### src/rtl/branch_predict_unit.sv
// Branch predictor: 2-bit saturating pattern table with one-cycle lookup, one-cycle
// resolution/update (write-through bypass to same-cycle lookups) and saturating statistics.
module branch_predict_unit #(
  parameter int unsigned IDX_W  = 4,
  parameter int unsigned DATA_W = 16,
  parameter int unsigned STAT_W = 16
) (
  input  logic              clk,
  input  logic              rst_n,
  input  logic              pred_req,
  input  logic [IDX_W-1:0]  pred_idx,
  output logic              pred_valid,
  output logic              pred_taken,
  input  logic              res_valid,
  input  logic [IDX_W-1:0]  res_idx,
  input  logic [2:0]        res_type,
  input  logic [DATA_W-1:0] res_operand,
  input  logic              res_pred,
  input  logic              flush,
  output logic              out_valid,
  output logic              out_taken,
  output logic              out_mispredict,
  output logic [STAT_W-1:0] stat_branches,
  output logic [STAT_W-1:0] stat_mispredicts
);

  localparam int unsigned DEPTH = 1 << IDX_W;

  localparam logic [2:0] T_BEQZ = 3'b000;
  localparam logic [2:0] T_BNEZ = 3'b001;
  localparam logic [2:0] T_BLTZ = 3'b010;
  localparam logic [2:0] T_BGEZ = 3'b011;
  localparam logic [2:0] T_JUMP = 3'b100;
  localparam logic [2:0] T_BGTZ = 3'b101;
  localparam logic [2:0] T_BLEZ = 3'b110;

  logic [1:0]        ctr_q [DEPTH];
  logic              pred_valid_q, pred_valid_d;
  logic              pred_taken_q, pred_taken_d;
  logic              out_valid_q, out_valid_d;
  logic              out_taken_q, out_taken_d;
  logic              out_mis_q, out_mis_d;
  logic [STAT_W-1:0] stat_br_q, stat_br_d;
  logic [STAT_W-1:0] stat_mis_q, stat_mis_d;

  logic       res_zero_c, res_sign_c, res_taken_c, res_cond_c, res_branch_c, res_mis_c;
  logic       upd_en_c;
  logic [1:0] cur_ctr_c, upd_ctr_c, look_ctr_c;

  // Resolution decode, counter update and bypassed lookup
  always_comb begin
    res_zero_c   = (res_operand == '0);
    res_sign_c   = res_operand[DATA_W-1];
    res_taken_c  = 1'b0;
    res_cond_c   = 1'b1;
    unique case (res_type)
      T_BEQZ:  res_taken_c = res_zero_c;
      T_BNEZ:  res_taken_c = !res_zero_c;
      T_BLTZ:  res_taken_c = res_sign_c;
      T_BGEZ:  res_taken_c = !res_sign_c;
      T_BGTZ:  res_taken_c = !res_sign_c && !res_zero_c;
      T_BLEZ:  res_taken_c = res_sign_c || res_zero_c;
      T_JUMP: begin
        res_taken_c = 1'b1;
        res_cond_c  = 1'b0;
      end
      default: begin
        res_taken_c = 1'b0;
        res_cond_c  = 1'b0;
      end
    endcase
    res_branch_c = res_valid && (res_type != 3'b111);
    res_mis_c    = res_taken_c != res_pred;
    upd_en_c     = res_valid && res_cond_c;

    cur_ctr_c = ctr_q[res_idx];
    if (res_taken_c) upd_ctr_c = (cur_ctr_c == 2'b11) ? 2'b11 : cur_ctr_c + 2'd1;
    else             upd_ctr_c = (cur_ctr_c == 2'b00) ? 2'b00 : cur_ctr_c - 2'd1;

    look_ctr_c = (upd_en_c && (res_idx == pred_idx)) ? upd_ctr_c : ctr_q[pred_idx];
  end

  // Next-state for registered outputs and statistics
  always_comb begin
    pred_valid_d = pred_req && !flush;
    pred_taken_d = pred_valid_d ? look_ctr_c[1] : 1'b0;
    out_valid_d  = res_branch_c;
    out_taken_d  = res_branch_c ? res_taken_c : 1'b0;
    out_mis_d    = res_branch_c ? res_mis_c : 1'b0;
    stat_br_d    = stat_br_q;
    stat_mis_d   = stat_mis_q;
    if (res_branch_c && (stat_br_q != '1)) stat_br_d = stat_br_q + STAT_W'(1);
    if (res_branch_c && res_mis_c && (stat_mis_q != '1)) stat_mis_d = stat_mis_q + STAT_W'(1);
  end

  always_ff @(posedge clk or negedge rst_n) begin
    if (!rst_n) begin
      for (int unsigned i = 0; i < DEPTH; i++) ctr_q[i] <= 2'b01;
    end else if (upd_en_c) begin
      ctr_q[res_idx] <= upd_ctr_c;
    end
  end

  always_ff @(posedge clk or negedge rst_n) begin
    if (!rst_n) begin
      pred_valid_q <= 1'b0;
      pred_taken_q <= 1'b0;
      out_valid_q  <= 1'b0;
      out_taken_q  <= 1'b0;
      out_mis_q    <= 1'b0;
      stat_br_q    <= '0;
      stat_mis_q   <= '0;
    end else begin
      pred_valid_q <= pred_valid_d;
      pred_taken_q <= pred_taken_d;
      out_valid_q  <= out_valid_d;
      out_taken_q  <= out_taken_d;
      out_mis_q    <= out_mis_d;
      stat_br_q    <= stat_br_d;
      stat_mis_q   <= stat_mis_d;
    end
  end

  assign pred_valid       = pred_valid_q;
  assign pred_taken       = pred_taken_q;
  assign out_valid        = out_valid_q;
  assign out_taken        = out_taken_q;
  assign out_mispredict   = out_mis_q;
  assign stat_branches    = stat_br_q;
  assign stat_mispredicts = stat_mis_q;

endmodule
### config.mk
export PLATFORM = sky130hd
export DESIGN_NAME = branch_predict_unit
export DESIGN_NICKNAME = d
export VERILOG_FILES = /design/src/rtl/branch_predict_unit.sv
export SDC_FILE = /design/constraint.sdc
export NUM_CORES = 1
export LEC_CHECK = 0
export ABC_CLOCK_PERIOD_IN_PS = 3400
export CAP_MARGIN = 20
export CELL_PAD_IN_SITES_DETAIL_PLACEMENT = 1
export CELL_PAD_IN_SITES_GLOBAL_PLACEMENT = 1
export CORE_AREA = 4 4 96 98
export DETAILED_ROUTE_END_ITERATION = 12
export DIE_AREA = 0 0 100 102
export PLACE_DENSITY_LB_ADDON = 0.1
export SLEW_MARGIN = 20
export SYNTH_ARGS = -nofsm -noshare
export SYNTH_HDL_FRONTEND = slang
export SYNTH_SLANG_ARGS = --single-unit
### constraint.sdc
create_clock -name clk -period 3.4 [get_ports clk]
set_input_delay 0.85 -clock clk [delete_from_list [all_inputs] [get_ports clk]]
set_output_delay 0.85 -clock clk [all_outputs]
set_load 0.02 [all_outputs]
---- Yosys cells after proc, flatten, opt, wreduce, memory -nomap -nowiden ----
Index checks and enable logic that the tools add are counted.
operators by class
  add/sub/neg operators ................... 4
  order comparisons ....................... 3
  equality and inequality tests ........... 12
  muxes and demuxes ....................... 18
  bitwise operators ....................... 2
  reduce and logical (&&, ||, !) cells .... 17
operators with widths
  operator                                                               number
  16-bit by 1-bit adder with 16-bit output (second input constant)       2
  32-bit bitwise mux                                                     1
  16-bit != test (second input constant)                                 2
  2-bit two-way mux                                                      9
  2-bit binary-select mux with 4-bit select                              2
  16-bit logical NOT                                                     1
  5-bit greater-or-equal comparator (second input constant)              2
  4-bit NOT with 5-bit output                                            2
  3-bit == test (second input constant)                                  3
  1-bit logical AND                                                      9
  2-bit demux with 4-bit select                                          1
  1-bit one-hot mux with 7 select lines                                  1
  3-bit by 2-bit == test with 1-bit output (second input constant)       2
  6-bit OR reduction                                                     1
  5-bit by 1-bit < comparator with 1-bit output (second input constant)  1
  4-bit == test                                                          1
  1-bit two-way mux                                                      4
  3-bit by 1-bit == test with 1-bit output (second input constant)       1
  1-bit logical NOT                                                      3
  3-bit logical NOT                                                      1
  3-bit != test (second input constant)                                  1
  2-bit by 1-bit adder with 2-bit output (second input constant)         1
  2-bit == test (second input constant)                                  1
  2-bit logical NOT                                                      1
  other kinds (3)                                                        3
storage, ports and cells
  register bits ........................... 69
  input bits .............................. 33
  output and inout bits ................... 37
  logic and storage cells ................. 79

---- Depth between registers and ports, before layout ----
  depth after elaboration ................. 9
  depth in mapped cells ................... 8
  depth with buffers taken out ............ 7

---- Least setup slack after synthesis ----
OpenSTA, ideal clock, no wires.
  path kind ............................... in2reg
  start point ............................. input res_operand[10]
  end point ............................... register ctr_q[16] (netlist name)
  library setup time ...................... 82 ps
  data arrival time ....................... 2,513 ps
  required time ........................... 3,318 ps
  setup slack ............................. 805 ps
  stages on the path ...................... 8
  path buffers ............................ 2
  cell sequence ........................... nor4_1 -> and4_1 -> clkbuf_1 -> mux2i_1 -> nor2_1 -> maj3_2 -> buf_6 -> mux2_2
between the ends
  word-level cells in the longest chain between the ends .. 6
  elaborated cells on any way between the ends .. 7
  classes of those cells .................. 3 x mux; 4 x reduce/logical
ends and longest elaborated chain
  what                                       RTL line  text
  start, declared                            17        input logic [DATA_W-1:0] res_operand,
  16-bit logical NOT (*)                     52        res_zero_c = (res_operand == '0);
  1-bit logical NOT                          58, 61
  1-bit logical AND                          61        T_BGTZ: res_taken_c = !res_sign_c && !res_zero_c;
  1-bit one-hot mux with 7 select lines (*)  56        unique case (res_type)
  2-bit two-way mux (*)                      77        if (res_taken_c) upd_ctr_c = (cur_ctr_c == 2'b11) ? 2'b11 : cur_ctr_c + 2'd1;
  32-bit bitwise mux (*)                     100       ctr_q[res_idx] <= upd_ctr_c;
  end signal, assigned by index              100
  end, declared                              37        logic [1:0] ctr_q [DEPTH];
Every way passes the cells marked *; elsewhere a longest branch is shown, timed or not.
A chain may end at the register's enable or synchronous reset.

---- Worst setup path in the final report ----
  start point ............................. input res_idx[0]
  end point ............................... register ctr_q[27] (netlist name)
between the ends
  word-level cells in the longest chain between the ends .. 8
  elaborated cells on any way between the ends .. 17
  classes of those cells .................. 2 x add/sub; 2 x order compare; 1 x eq/ne; 9 x mux; 1 x bitwise; 2 x reduce/logical
ends and longest elaborated chain
  what                                                                       RTL line  text
  start, declared                                                            15        input logic [IDX_W-1:0] res_idx,
  4-bit NOT with 5-bit output (implied by the code) (*)                      76, 100
  2-bit binary-select mux with 4-bit select                                  76        cur_ctr_c = ctr_q[res_idx];
  2-bit two-way mux (implied by the code) (2 in a row)                       76
  2-bit by 1-bit subtractor with 2-bit output, or another cell as far along  78        else upd_ctr_c = (cur_ctr_c == 2'b00) ? 2'b00 : cur_ctr_c - 2'd1;
  2-bit two-way mux, on equally long branches                                78, 77
  2-bit two-way mux                                                          77
  32-bit bitwise mux (*)                                                     100
Every way passes the cells marked *; elsewhere a longest branch is shown, timed or not. The select of a mux whose other input is x is not followed.

==> impl_results.md <==
- Outcome: completed
- Startpoint types: input port
- Routed len/inst: 17.4 um
- Wirelength, routed: 8900 um
- CP arrival: 3.21 ns
- Met2 Resource Use GR: 31.3%
- Flop2flop setup slack: 1.25 ns
- Unrepaired setup endpoints after global routing: false
- Sink Count: 69
- Final hold vios: 0
- Top Usage Layer GRT: met2
- Antenna-violating nets left: 0
- Post-Synthesis Cells: 318
- Starting Density: 42.8%
- Share of cells above drive strength 1: 21.1%
- Layout net count: 433
- Port bufs: 69
- Core Rows: 34
- Largest net degree at the start of global routing: 29
- 1st-pass router iterations: 4
- Syn Std Cell Area: 3620 sq um
- Clock latency on the worst-skew pair: 0.34 ns
- Antenna violations before repair: 0
- GP Congestion: 0.812
- I/O pin total: 70
- Worst-path maximum fanout: 11
- PnR worst setup slack: 0.418 ns
- Hold_ws: 0.491 ns
- Reg2Reg Launch Point: ctr_q[29]
- Slowest-stage cell, CP: clkdlybuf4s50_1
- Setup WS pre-CTS: 0.0590 ns
- Post-layout min period: 2.98 ns
- Post-DR vias/cell: 5.37
- Clk pin slew, worst setup/hold paths: 0.08 ns
- DRC: 0
- R2r endpoint: ctr_q[27]
- Number of H-tree levels: 3
- Final number of setup-violating endpoints: 0
- R2R cell count: 5
- Core area: 8470 sq um
- CTS Buf Count: 9
- Yosys top cell area share: 36.6%
- Post-DP HPWL: 6760 um
- Overall routing resource usage: 18.5%
- Chip width: 100 um
- Max_slew headroom: 62.7%
- CTS tree: done
- Via Count: 2,745
- Leading area contributor after synthesis: dfrtp_1
- Number of global-route vias before repair: 2,881
- Die area: 10,200 sq um
- Layout area overhead: 28.3%
- CTS hold repair buffers: 0
- Worst Path Required: 3.63 ns
- Multi-input logic area: 1770 sq um
- Peak supply drop: 0.373 mV
- Flip-flop and latch area: 1750 sq um
- Total Neg Setup Slack: 0 ns
- Synth top area cells: dfrtp_1 37%, dfstp_2 12%, mux2_2 7.5%
- Yosys warnings: 0
- Clk_skew: 0.0133 ns
- Synthesized flop and latch total: 69
- Max clock buf depth: 2
- Worst-Margin Slew: 0.560 ns
- 1st-iter DRT viols: 106
- Post-cts sizing count: 0
- Cell count after placement: 495
- Final period utilization: 87.7%
- CP Cell Sequence: clkdlybuf4s50_1, buf_12, mux4_1, a22oi_1, nand3_1, maj3_1, mux2_2
- Maxcap violations: 0
- Fmax: 0.335 GHz
- CP Capture Type: flop
- Slew Limit Fails: 0
- Leakage: 1.93 nW
- Non-filler cells, final: 511
- Synth cell types: 45
- Power Dens Cells: 610 nW/um^2
- Root buffer cell: clkbuf_8
- Ant diodes: 0
- DIE HEIGHT: 102 um
- Met3 usage: 3.21%
- Mapped Nets: 353
- Syn Area/Cell: 11.4 sq um
- Met1 Use GR: 24.1%
- Setup bufs post-CTS: 0
- Register area share after synthesis: 48.2%
- Congestion Overflow GR: 0
- First-pass GRT wire length: 14,700 um
- Critical path class: input port to flop
- Fillers: 917
- Worst hold path class: input port to asynchronous set/reset pin
- Slowest stage delay, CP: 0.58 ns
-- cells by family (layout without fill, tap and decap cells) --
family,count (synthesis),in the layout,share of synthesized area [%]
XOR/XNOR,35,35,8.46
flip-flops,69,69,48.2
adder cells (fa/ha/maj),5,5,1.59
multiplexers,38,38,16.1
AND/OR/NAND/NOR,121,121,17.3
AO/OA/AOI/OAI,27,27,5.45
buffers and inverters,23,108,2.90
-- report_power, final --
part / switching (mW) / leakage, nW / internal (mW)
clock network: 0.309 / 0.0791 / 0.261
registers: 0.220 / 0.835 / 1.12
logic: 0.420 / 1.02 / 0.508
total: 0.949 / 1.93 / 1.89
-- cell type report --
type / instances / share of cell area (%)
Sequential cell: 69 / 37.6
Multi-Input combinational cell: 226 / 38.1
Timing Repair Buffer: 82 / 17.1
Clock buffer: 11 / 2.83
Inverter: 10 / 0.807
Tap cell: 108 / 2.91
Clock inverter: 5 / 0.646
-- critical path: cells and delay by family --
kind                     cells  cell delay, ns
multiplexers                 2            0.85
buffers and inverters        2            0.76
adder cells (fa/ha/maj)      1            0.43
AO/OA/AOI/OAI                1            0.18
AND/OR/NAND/NOR              1            0.14
-- cells in the mapped netlist (all sizes together) --
| master | n |
|---|---|
| clkbuf | 8 |
| buf | 5 |
| o31ai | 1 |
| and4 | 4 |
| nand2b | 6 |
| o2bb2ai | 1 |
| ha | 2 |
| nand2 | 22 |
| a31oi | 12 |
| or3 | 5 |
| xnor2 | 13 |
| xor2 | 22 |
| o221a | 1 |
| maj3 | 3 |
| a211o | 1 |
| mux4 | 13 |
| or4 | 1 |
| and2 | 2 |
| o21a | 2 |
| o211ai | 1 |
| nor4b | 1 |
| o21ai | 2 |
| nor2 | 32 |
| nor3 | 8 |
| a311oi | 1 |
| nor4 | 7 |
| mux2i | 1 |
| o31a | 2 |
| or2 | 1 |
| nand3 | 13 |
| dfstp | 16 |
| nand3b | 3 |
| dfrtp | 53 |
| a22oi | 3 |
| and3 | 5 |
| inv | 10 |
| nand4 | 6 |
| nor2b | 3 |
| mux2 | 24 |
| nor3b | 2 |
-- through the flow --
stage | util (%) | area [sq um] | power [mW]
floorplan | - | 3620 | 1.87
global placement | 53.0 | 4490 | 2.24
detailed placement | 53.0 | 4490 | 2.28
CTS | 54.9 | 4650 | 2.87
global route | 54.9 | 4650 | 3.02
finish | 54.9 | 4650 | 2.84
-- layer usage --
metal | vias up | share of wire [%]
met1 | 1360 | 46
met5 | - | 0
li1 | 1303 | -
met4 | 0 | 1.7
met2 | 66 | 49
met3 | 16 | 3.8
-- state kept, by name (all words and copies together), names as in the netlist --
signal and cells:
ctr_q 32, stat_mispredicts 16, pred_valid 1, out_taken 1
out_mispredict 1, pred_taken 1, out_valid 1, stat_branches 16
-- worst max-delay path by stage --
stage / startpoint / to / slack (ns) / cells past startpoint
floorplan: res_operand[10] / ctr_q[16] / 0.81 / 8
global placement: res_idx[0] / ctr_q[15] / 0.14 / 7
detailed placement: res_idx[0] / ctr_q[27] / 0.06 / 7
CTS: res_idx[0] / ctr_q[27] / 0.42 / 7
global route: res_idx[0] / ctr_q[15] / 0.33 / 7
finish: res_idx[0] / ctr_q[27] / 0.42 / 7
-- placed cells by master (no fill, tap or decap), drive strengths merged, types with 3 or more instances in the layout --
cell / instances
nand2: 22
xor2: 22
or3: 5
clkinv: 3
nor4: 7
clkbuf: 11
clkdlybuf4s50: 68
mux2: 24
nand2b: 6
buf: 14
xnor2: 13
dfstp: 16
and4: 4
dfrtp: 53
maj3: 3
a22oi: 3
inv: 10
nor3: 8
nand3b: 3
nand3: 13
a31oi: 12
nor2b: 3
nor2: 32
nand4: 6
and3: 5
mux4: 13
Power figures use the tool's default switching activity.
